## src/rtl/fanin_rr_merge_if.sv

```systemverilog
// Handshake bundle for the fan-in merge: NUM_IN producer streams in,
// one registered consumer stream out. The merge uses the slave view.
// The environment (producers plus consumer) uses the master view.
interface fanin_rr_merge_if #(
    parameter int NUM_IN = 7,
    parameter int DATA_W = 17
);
    localparam int SRC_W = $clog2(NUM_IN);

    // producer side
    logic [NUM_IN-1:0]        in_en;
    logic [NUM_IN-1:0]        in_valid;
    logic [NUM_IN-1:0]        in_last;
    logic [NUM_IN*DATA_W-1:0] in_data;
    logic [NUM_IN-1:0]        in_ready;

    // consumer side
    logic                     out_valid;
    logic [DATA_W-1:0]        out_data;
    logic                     out_last;
    logic [SRC_W-1:0]         out_src;
    logic                     out_ready;

    modport slave (
        input  in_en, in_valid, in_last, in_data, out_ready,
        output in_ready, out_valid, out_data, out_last, out_src
    );

    modport master (
        output in_en, in_valid, in_last, in_data, out_ready,
        input  in_ready, out_valid, out_data, out_last, out_src
    );
endinterface

```

## src/rtl/fanin_rr_merge.sv

```systemverilog
// Fan-in merge: round-robin arbitration of NUM_IN valid/ready producers into
// a single-entry output register. With LOCK_PKT=1 a multi-beat packet holds
// the grant until its last beat transfers, so packets never interleave.
// The interface instance must carry the same NUM_IN/DATA_W as this module.
module fanin_rr_merge #(
    parameter int NUM_IN   = 7,
    parameter int DATA_W   = 17,
    parameter int LOCK_PKT = 1
) (
    input  logic            clk,
    input  logic            rst_n,
    input  logic            flush,
    fanin_rr_merge_if.slave bus
);
    localparam int SRC_W = $clog2(NUM_IN);
    // Scan index is one bit wider so rr_ptr + offset cannot overflow before the wrap.
    localparam logic [SRC_W:0]   NUM_IN_X = (SRC_W+1)'(NUM_IN);
    localparam logic [SRC_W-1:0] LAST_IDX = SRC_W'(NUM_IN - 1);

    typedef enum logic {
        ARB,
        LOCK
    } state_e;

    state_e              state_q, state_d;
    logic [SRC_W-1:0]    rr_ptr_q, rr_ptr_d;
    logic [SRC_W-1:0]    lock_idx_q, lock_idx_d;
    logic                out_valid_q, out_valid_d;
    logic [DATA_W-1:0]   out_data_q, out_data_d;
    logic                out_last_q, out_last_d;
    logic [SRC_W-1:0]    out_src_q, out_src_d;

    logic [NUM_IN-1:0]   req;
    logic [NUM_IN-1:0]   grant;
    logic [SRC_W-1:0]    grant_idx;
    logic                grant_any;
    logic [SRC_W:0]      scan_idx;
    logic                load_ok;
    logic                xfer;
    logic [DATA_W-1:0]   sel_data;
    logic                sel_last;

    // A disabled input never requests, so it is never granted.
    assign req     = bus.in_valid & bus.in_en;
    // The single output slot may be refilled when empty or being drained.
    assign load_ok = ~out_valid_q | bus.out_ready;

    // Pick the winner: the locked input only, or the first requester from rr_ptr onward.
    always_comb begin
        // NOTE: every signal written here gets a default first, so no path can infer a latch.
        grant     = '0;
        grant_idx = '0;
        grant_any = 1'b0;
        scan_idx  = '0;
        if (state_q == LOCK) begin
            grant_any = req[lock_idx_q];
            grant_idx = lock_idx_q;
        end else begin
            for (int off = 0; off < NUM_IN; off++) begin
                scan_idx = {1'b0, rr_ptr_q} + (SRC_W+1)'(off);
                if (scan_idx >= NUM_IN_X) begin
                    scan_idx = scan_idx - NUM_IN_X;
                end
                if (!grant_any && req[scan_idx[SRC_W-1:0]]) begin
                    grant_any = 1'b1;
                    grant_idx = scan_idx[SRC_W-1:0];
                end
            end
        end
        if (grant_any) begin
            grant[grant_idx] = 1'b1;
        end
    end

    assign sel_data     = bus.in_data[int'(grant_idx)*DATA_W +: DATA_W];
    assign sel_last     = bus.in_last[grant_idx];
    assign xfer         = grant_any & load_ok & ~flush;
    assign bus.in_ready = grant & {NUM_IN{load_ok & ~flush}};

    // Next state of the output register, arbitration pointer and packet lock.
    always_comb begin
        state_d     = state_q;
        rr_ptr_d    = rr_ptr_q;
        lock_idx_d  = lock_idx_q;
        out_valid_d = out_valid_q;
        out_data_d  = out_data_q;
        out_last_d  = out_last_q;
        out_src_d   = out_src_q;

        if (flush) begin
            // In-flight beat is dropped; arbitration restarts from input 0.
            out_valid_d = 1'b0;
            state_d     = ARB;
            rr_ptr_d    = '0;
            lock_idx_d  = '0;
        end else if (xfer) begin
            out_valid_d = 1'b1;
            out_data_d  = sel_data;
            out_last_d  = sel_last;
            out_src_d   = grant_idx;
            rr_ptr_d    = (grant_idx == LAST_IDX) ? '0 : grant_idx + SRC_W'(1);
            if (LOCK_PKT != 0 && !sel_last) begin
                state_d    = LOCK;
                lock_idx_d = grant_idx;
            end else begin
                state_d = ARB;
            end
        end else begin
            if (bus.out_ready) begin
                out_valid_d = 1'b0;
            end
            // Locked producer was disabled mid-packet: release the lock.
            if (state_q == LOCK && !bus.in_en[lock_idx_q]) begin
                state_d = ARB;
            end
        end
    end

    // State and output registers.
    always_ff @(posedge clk or negedge rst_n) begin
        if (!rst_n) begin
            state_q     <= ARB;
            rr_ptr_q    <= '0;
            lock_idx_q  <= '0;
            out_valid_q <= 1'b0;
            out_data_q  <= '0;
            out_last_q  <= 1'b0;
            out_src_q   <= '0;
        end else begin
            // NOTE: non-blocking assignments so every flop samples pre-edge values.
            state_q     <= state_d;
            rr_ptr_q    <= rr_ptr_d;
            lock_idx_q  <= lock_idx_d;
            out_valid_q <= out_valid_d;
            out_data_q  <= out_data_d;
            out_last_q  <= out_last_d;
            out_src_q   <= out_src_d;
        end
    end

    assign bus.out_valid = out_valid_q;
    assign bus.out_data  = out_data_q;
    assign bus.out_last  = out_last_q;
    assign bus.out_src   = out_src_q;
endmodule

```

## src/flat_wrapper.sv

```systemverilog
// flat-port wrapper written by rule: the top's interface ports become plain ports
module fanin_rr_merge_flat 
#(
    parameter int NUM_IN   = 7,
    parameter int DATA_W   = 17,
    parameter int LOCK_PKT = 1
)
  (clk, rst_n, flush, bus_in_en, bus_in_valid, bus_in_last, bus_in_data, bus_out_ready, bus_in_ready, bus_out_valid, bus_out_data, bus_out_last, bus_out_src);
  fanin_rr_merge_if #(.NUM_IN(NUM_IN), .DATA_W(DATA_W)) bus_i ();
  input  logic clk;
  input  logic rst_n;
  input  logic flush;
  input wire logic [$bits(bus_i.in_en)-1:0] bus_in_en;
  input wire logic [$bits(bus_i.in_valid)-1:0] bus_in_valid;
  input wire logic [$bits(bus_i.in_last)-1:0] bus_in_last;
  input wire logic [$bits(bus_i.in_data)-1:0] bus_in_data;
  input wire logic [$bits(bus_i.out_ready)-1:0] bus_out_ready;
  output wire logic [$bits(bus_i.in_ready)-1:0] bus_in_ready;
  output wire logic [$bits(bus_i.out_valid)-1:0] bus_out_valid;
  output wire logic [$bits(bus_i.out_data)-1:0] bus_out_data;
  output wire logic [$bits(bus_i.out_last)-1:0] bus_out_last;
  output wire logic [$bits(bus_i.out_src)-1:0] bus_out_src;
  assign bus_i.in_en = bus_in_en;
  assign bus_i.in_valid = bus_in_valid;
  assign bus_i.in_last = bus_in_last;
  assign bus_i.in_data = bus_in_data;
  assign bus_i.out_ready = bus_out_ready;
  assign bus_in_ready = bus_i.in_ready;
  assign bus_out_valid = bus_i.out_valid;
  assign bus_out_data = bus_i.out_data;
  assign bus_out_last = bus_i.out_last;
  assign bus_out_src = bus_i.out_src;
  fanin_rr_merge #(.NUM_IN(NUM_IN), .DATA_W(DATA_W), .LOCK_PKT(LOCK_PKT)) u_core (.clk(clk), .rst_n(rst_n), .flush(flush), .bus(bus_i));
endmodule
```

## config.mk

```make
export PLATFORM = sky130hd
export DESIGN_NAME = fanin_rr_merge_flat
export DESIGN_NICKNAME = d
export VERILOG_FILES = /design/src/rtl/fanin_rr_merge_if.sv /design/src/rtl/fanin_rr_merge.sv /design/src/flat_wrapper.sv
export SDC_FILE = /design/constraint.sdc
export NUM_CORES = 1
export LEC_CHECK = 0
export ABC_AREA = 1
export CAP_MARGIN = 20
export CELL_PAD_IN_SITES_DETAIL_PLACEMENT = 1
export CELL_PAD_IN_SITES_GLOBAL_PLACEMENT = 1
export CORE_AREA = 2 2 120 122
export CTS_CLUSTER_DIAMETER = 30
export DETAILED_ROUTE_END_ITERATION = 16
export DIE_AREA = 0 0 122 124
export PLACE_DENSITY = 0.85
export SETUP_SLACK_MARGIN = 0.02
export SLEW_MARGIN = 5
export SYNTH_ARGS = -nofsm -noshare
export SYNTH_HDL_FRONTEND = slang
export SYNTH_SLANG_ARGS = --single-unit
```

## constraint.sdc

```tcl
create_clock -name clk -period 7.6 [get_ports clk]
set_clock_uncertainty 0.05 [all_clocks]
set_input_delay 1.52 -clock clk [delete_from_list [all_inputs] [get_ports clk]]
set_output_delay 1.52 -clock clk [all_outputs]
set_load 0.01 [all_outputs]
```

# Yosys cells after proc, flatten, opt, wreduce, memory -nomap -nowiden
# Index checks and enable logic that the tools add are counted.
# classes
n_bitwise	8
eq_ne	2
reduce_logical	20
multipliers	1
add_sub_neg	14
mux	72
order_cmp	17
n_shift	1
# op_table
operator	count
119-bit by 32-bit variable part select with 17-bit output	1
3-bit two-way mux	28
3-bit by 4-bit less-than comparator with 1-bit output, second input constant	9
1-bit two-way mux	32
1-bit binary-select mux with 3-bit select	10
4-bit by 3-bit >= comparator with 1-bit output, second input constant	6
3-bit subtractor, second input constant	7
7-bit AND	2
3-bit by 3-bit adder with 4-bit output, second input constant	3
3-bit by 2-bit adder with 4-bit output, second input constant	2
1-bit logical AND	8
3-bit by 5-bit multiplier with 8-bit output, second input constant	1
1-bit logical NOT	7
7-bit two-way mux	1
3-bit nonzero test	2
3-bit by 1-bit adder with 4-bit output, second input constant	1
2-bit AND reduction	2
3-bit by 1-bit adder with 3-bit output, second input constant	1
1-bit AND	3
1-bit demux with 3-bit select	1
3-bit equality test, second input constant	1
3-bit by 1-bit >= comparator with 1-bit output, second input constant	1
3-bit >= comparator, second input constant	1
2-bit != test, second input constant	1
3 further kinds	4
# word_totals
regBits	29
elab_cells	142
output_inout_bits	29
in_bits	144

# Depth between registers and ports, before layout
# depth
depth_word	37
depth_mapped	28
mapped_depth_nobuf	26

# Least setup slack after synthesis
# No wires, ideal clock.
# synth_path
path_type	input to output
start	in bus_in_en[3]
end	out bus_in_ready[6]
arrival_time_ns	3.463
stages	18
t_required_ns	6.030
n_path_buf	1
path_slack_ns	2.567
path_cell_list	nand2_1 -> inv_1 -> nand2_1 -> nor2_1 -> nor2_1 -> nand2_1 -> nand2_2 -> nand3_2 -> nor2_4 -> nand3_4 -> nor2_8 -> nand3_1 -> nand3_1 -> a21oi_4 -> buf_2 -> nor2_1 -> inv_1 -> nor2_1
# synth_via
elab_chain_cells	35
elab_cells_between_ends	58
cone_classes	order compare (2); mux (41); bitwise (2); reduce/logical (13)
# synth_rtl
item	line	rtl
start, declared	flat_wrapper.sv:13	input wire logic [$bits(bus_i.in_en)-1:0] bus_in_en;
7-bit AND *	fanin_rr_merge.sv:44	assign req = bus.in_valid & bus.in_en;
1-bit binary-select mux with 3-bit select	fanin_rr_merge.sv:64	if (!grant_any && req[scan_idx[SRC_W-1:0]]) begin
1-bit two-way mux (implied by the code)	fanin_rr_merge.sv:64	
1-bit two-way mux	fanin_rr_merge.sv:64	
1-bit two-way mux	fanin_rr_merge.sv:55	if (state_q == LOCK) begin
1-bit logical NOT	fanin_rr_merge.sv:64	
1-bit logical AND	fanin_rr_merge.sv:64	
1-bit two-way mux	fanin_rr_merge.sv:64	
[... 19 more ...]	-	
3-bit two-way mux	fanin_rr_merge.sv:64	
3-bit two-way mux	fanin_rr_merge.sv:55	
3-bit by 4-bit less-than comparator with 1-bit output (implied by the code) or 3-bit by 1-bit >= comparator with 1-bit output (tied branches)	fanin_rr_merge.sv:71	grant[grant_idx] = 1'b1;
1-bit logical AND (implied by the code)	fanin_rr_merge.sv:71	
1-bit two-way mux (implied by the code)	fanin_rr_merge.sv:71	
1-bit demux with 3-bit select	-	
7-bit two-way mux *	fanin_rr_merge.sv:70	if (grant_any) begin
7-bit AND *	fanin_rr_merge.sv:78	assign bus.in_ready = grant & {NUM_IN{load_ok & ~flush}};
end, declared	flat_wrapper.sv:18	output wire logic [$bits(bus_i.in_ready)-1:0] bus_in_ready;
# Every way passes the cells marked *; elsewhere a longest branch is shown, timed or not. The select of a mux whose other input is x is not followed.

# Final worst setup path
# layout_path
start	in bus_in_en[5]
end	out bus_in_ready[6]
# Same word-level chain as after synthesis.

==> reports/metrics.cfg <==
[sta]
worst_pin_slew_ns=0.761
fin_crit_sh=0.906
setup_tns_ns=0
hold_viol=0
period_minus_slack_ns=6.89
slew_headroom=0.487
rsz0062_at_grt=false
slew_violations=0
setup_viol=0
clock.fmax_mhz=145

[clock_tree]
cts_setup_buffers=0
cts_tree=yes
htreeDepth=2
clock_sinks=29
cts_hold_buf=0
cts_resized=0
cts_root_buffer=clkbuf_16
clk_pin_slew_ns=0.05
cts_buffer_depth=2
clkLatencyLatePin_ns=0.28
numCtsBuffers=5

[drt]
first_pass_iters=4
wl_per_cell_um=16.7
first_iter_violations=297
drc=0
finalWirelength_mm=18.5
dr_total_vias=5521
vias_per_cell=4.96
ant_nets=0

[floorplanning]
core_area_sq_mm=0.0137
die_w_um=122
die-area_sq_mm=0.0151
pin_count=173
num_rows=43
start_util=0.308
dieHeight_um=124

[synthesis]
synth_top_family_by_area=simple AND/OR/NAND/NOR gates
avgSynthCellArea_sq_um=5.49
synthSimpleGateAreaFrac=0.562
syn-cell-area_sq_mm=0.00423
synthAdderAreaFrac=0.0402
synth.mux.area_fraction=0
synth_common_cells=nand2_1, nand3_1, inv_1
ys_seq_area_frac=0.172
syn_nets=927
synthCells=770
async_flop_share=1.00
synth_area_leader_cell=nand2_1
ys.flop_type=dfrtp_1
synthTopCellsByArea=nand2_1, dfrtp_1, nand3_1
synth_compound_area_frac=0.0985
synth_top_area_share=0.247
synthMostInstantiatedCell=nand2_1
synth_xor_xnor_area_share=0.00799
ys_types=43
synth_edf_count=0
yosys_warnings=0
ys_seq_elements=29

[placement]
io_buffers=172
gp_routability_congestion=0.985
dp_hpwl_mm=15.1

[global_routing]
grt_max_degree=52
track_usage=0.249
globalRoute.totalOverflow=0
antenna_found_initial=0
grt_first_pass_wirelength_mm=29.8
grt_pass1_vias=5768

[power]
total_power_w=0.00346
p_leak_nw=3.15
pwr_density_cell_mw_per_mm2=554
irDropWorstVdd_v=0.000300

[setup_path]
cp_max_fo=16
startpoint_type=input pin
crit_required_ns=6.03
critPathKind=input pin to output pin
critPathArrivalTime_ns=5.32
endpoint_kind=output pin

[hold_path]
hold_class=flop to flop

[cells_and_area]
area_growth_pct=47.6
antennaDiodeCount=0
num-nets-final=1088
layout-drive-gt1-share=0.0708

[outcome]
status=finished clean

[run]
drv_cap=0

## layout by cell type (no fill, tap or decap), drive strengths merged, types with 2 or more instances in the layout
cell           synthesis  routed
dfrtp                 29      29
o22ai                  3       3
o211ai                 6       6
nand4                 10      10
ha                    12      12
inv                   94      94
clkinv                 1       2
o21ai                 50      50
clkdlybuf4s50          0     172
a21oi                  7       7
or2                   18      18
nand3b                 2       2
xor2                   2       2
nor2                  84      84
nand3                128     128
buf                   18       7
nand2                288     288
clkbuf                 7       7
## critical path, cell delays in order
cell	delay, ns
clkdlybuf4s50_1	0.47
nand2_1	0.17
inv_1	0.25
nand3_1	0.11
nand3_1	0.10
nand3_1	0.11
nand3_2	0.13
nor2_4	0.07
nand3_4	0.12
nor3_2	0.07
a21oi_1	0.14
o21ai_1	0.13
nor2_2	0.51
inv_1	0.37
nor2_1	0.26
inv_1	0.08
nor2_1	0.11
clkdlybuf4s50_1	0.59
## cell families (layout without fill, tap and decap cells)
logic type | after synthesis | in the layout
simple gates | 532 | 532
buf+inv | 120 | 282
compound gates | 73 | 73
flops | 29 | 29
fa+ha+maj | 13 | 13
xor+xnor | 3 | 3
## per-stage QoR
stage	worst slack [ns]	utilization	hold WS (ns)	area [sq um]	instances
5_1_grt	0.254	0.455	0.458	6240	1112
4_1_cts	0.708	0.455	0.433	6240	1112
6_report	0.711	0.455	0.430	6240	1112
3_5_place_dp	0.762	0.444	0.419	6080	1104
3_3_place_gp	0.921	0.444	0.413	6080	1104
2_1_floorplan	2.57	-	0.432	4230	770
## where the power goes
group / total [W] / leakage, nW / internal [W] / switching, W
Clock: 0.000212 / 0.0799 / 0.000139 / 0.0000732
Sequential: 0.000284 / 0.357 / 0.000231 / 0.0000534
Combinational: 0.00296 / 2.71 / 0.000955 / 0.00201
## sequential cells by signal, summed over array words and instances, names as in the netlist
signal and flops:
u_core.bus.out_data 17, u_core.bus.out_last 1, u_core.bus.out_src 3, u_core.bus.out_valid 1, u_core.lock_idx_q 3, u_core.rr_ptr_q 3
u_core.state_q 1
## final cells by class
| class | count | area [sq um] |
|---|---|---|
| well taps | 180 | 225 |
| repair buffers | 179 | 1770 |
| inverters | 95 | 359 |
| fillers | 1884 | 7480 |
| clock inverters | 1 | 5.00 |
| clock buffers | 7 | 153 |
| flip-flops and latches | 29 | 726 |
| multi-input cells | 621 | 3000 |
## final timing paths
kind | start | to | slack, ns | depth (start not counted)
worst max register to register | u_core.rr_ptr_q[1]$_DFFE_PN0P_ | u_core.lock_idx_q[0]$_DFFE_PN0P_ | 2.50 | 25
worst min register to register | u_core.bus.out_data[11]$_DFFE_PN0P_ | u_core.bus.out_data[11]$_DFFE_PN0P_ | 0.43 | 2
worst min-delay path | u_core.bus.out_data[11]$_DFFE_PN0P_ | u_core.bus.out_data[11]$_DFFE_PN0P_ | 0.43 | 2
worst max-delay path | bus_in_en[5] | bus_in_ready[6] | 0.71 | 18
max in group asynchronous | rst_n | u_core.bus.out_data[4]$_DFFE_PN0P_ | 5.62 | 2
min in group asynchronous | rst_n | u_core.bus.out_data[12]$_DFFE_PN0P_ | 1.59 | 2
## layer usage
layer / global-route usage / share of wire / wire length, um / vias to the layer above
met4: 0.0625 / 0.017 / 310 / 0
met1: 0.300 / 0.41 / 7650 / 2535
met2: 0.445 / 0.49 / 9100 / 185
met5: 0 / 0 / 0 / -
met3: 0.0614 / 0.080 / 1490 / 22
li1: - / - / - / 2779
(Power assumes the default switching activity.)
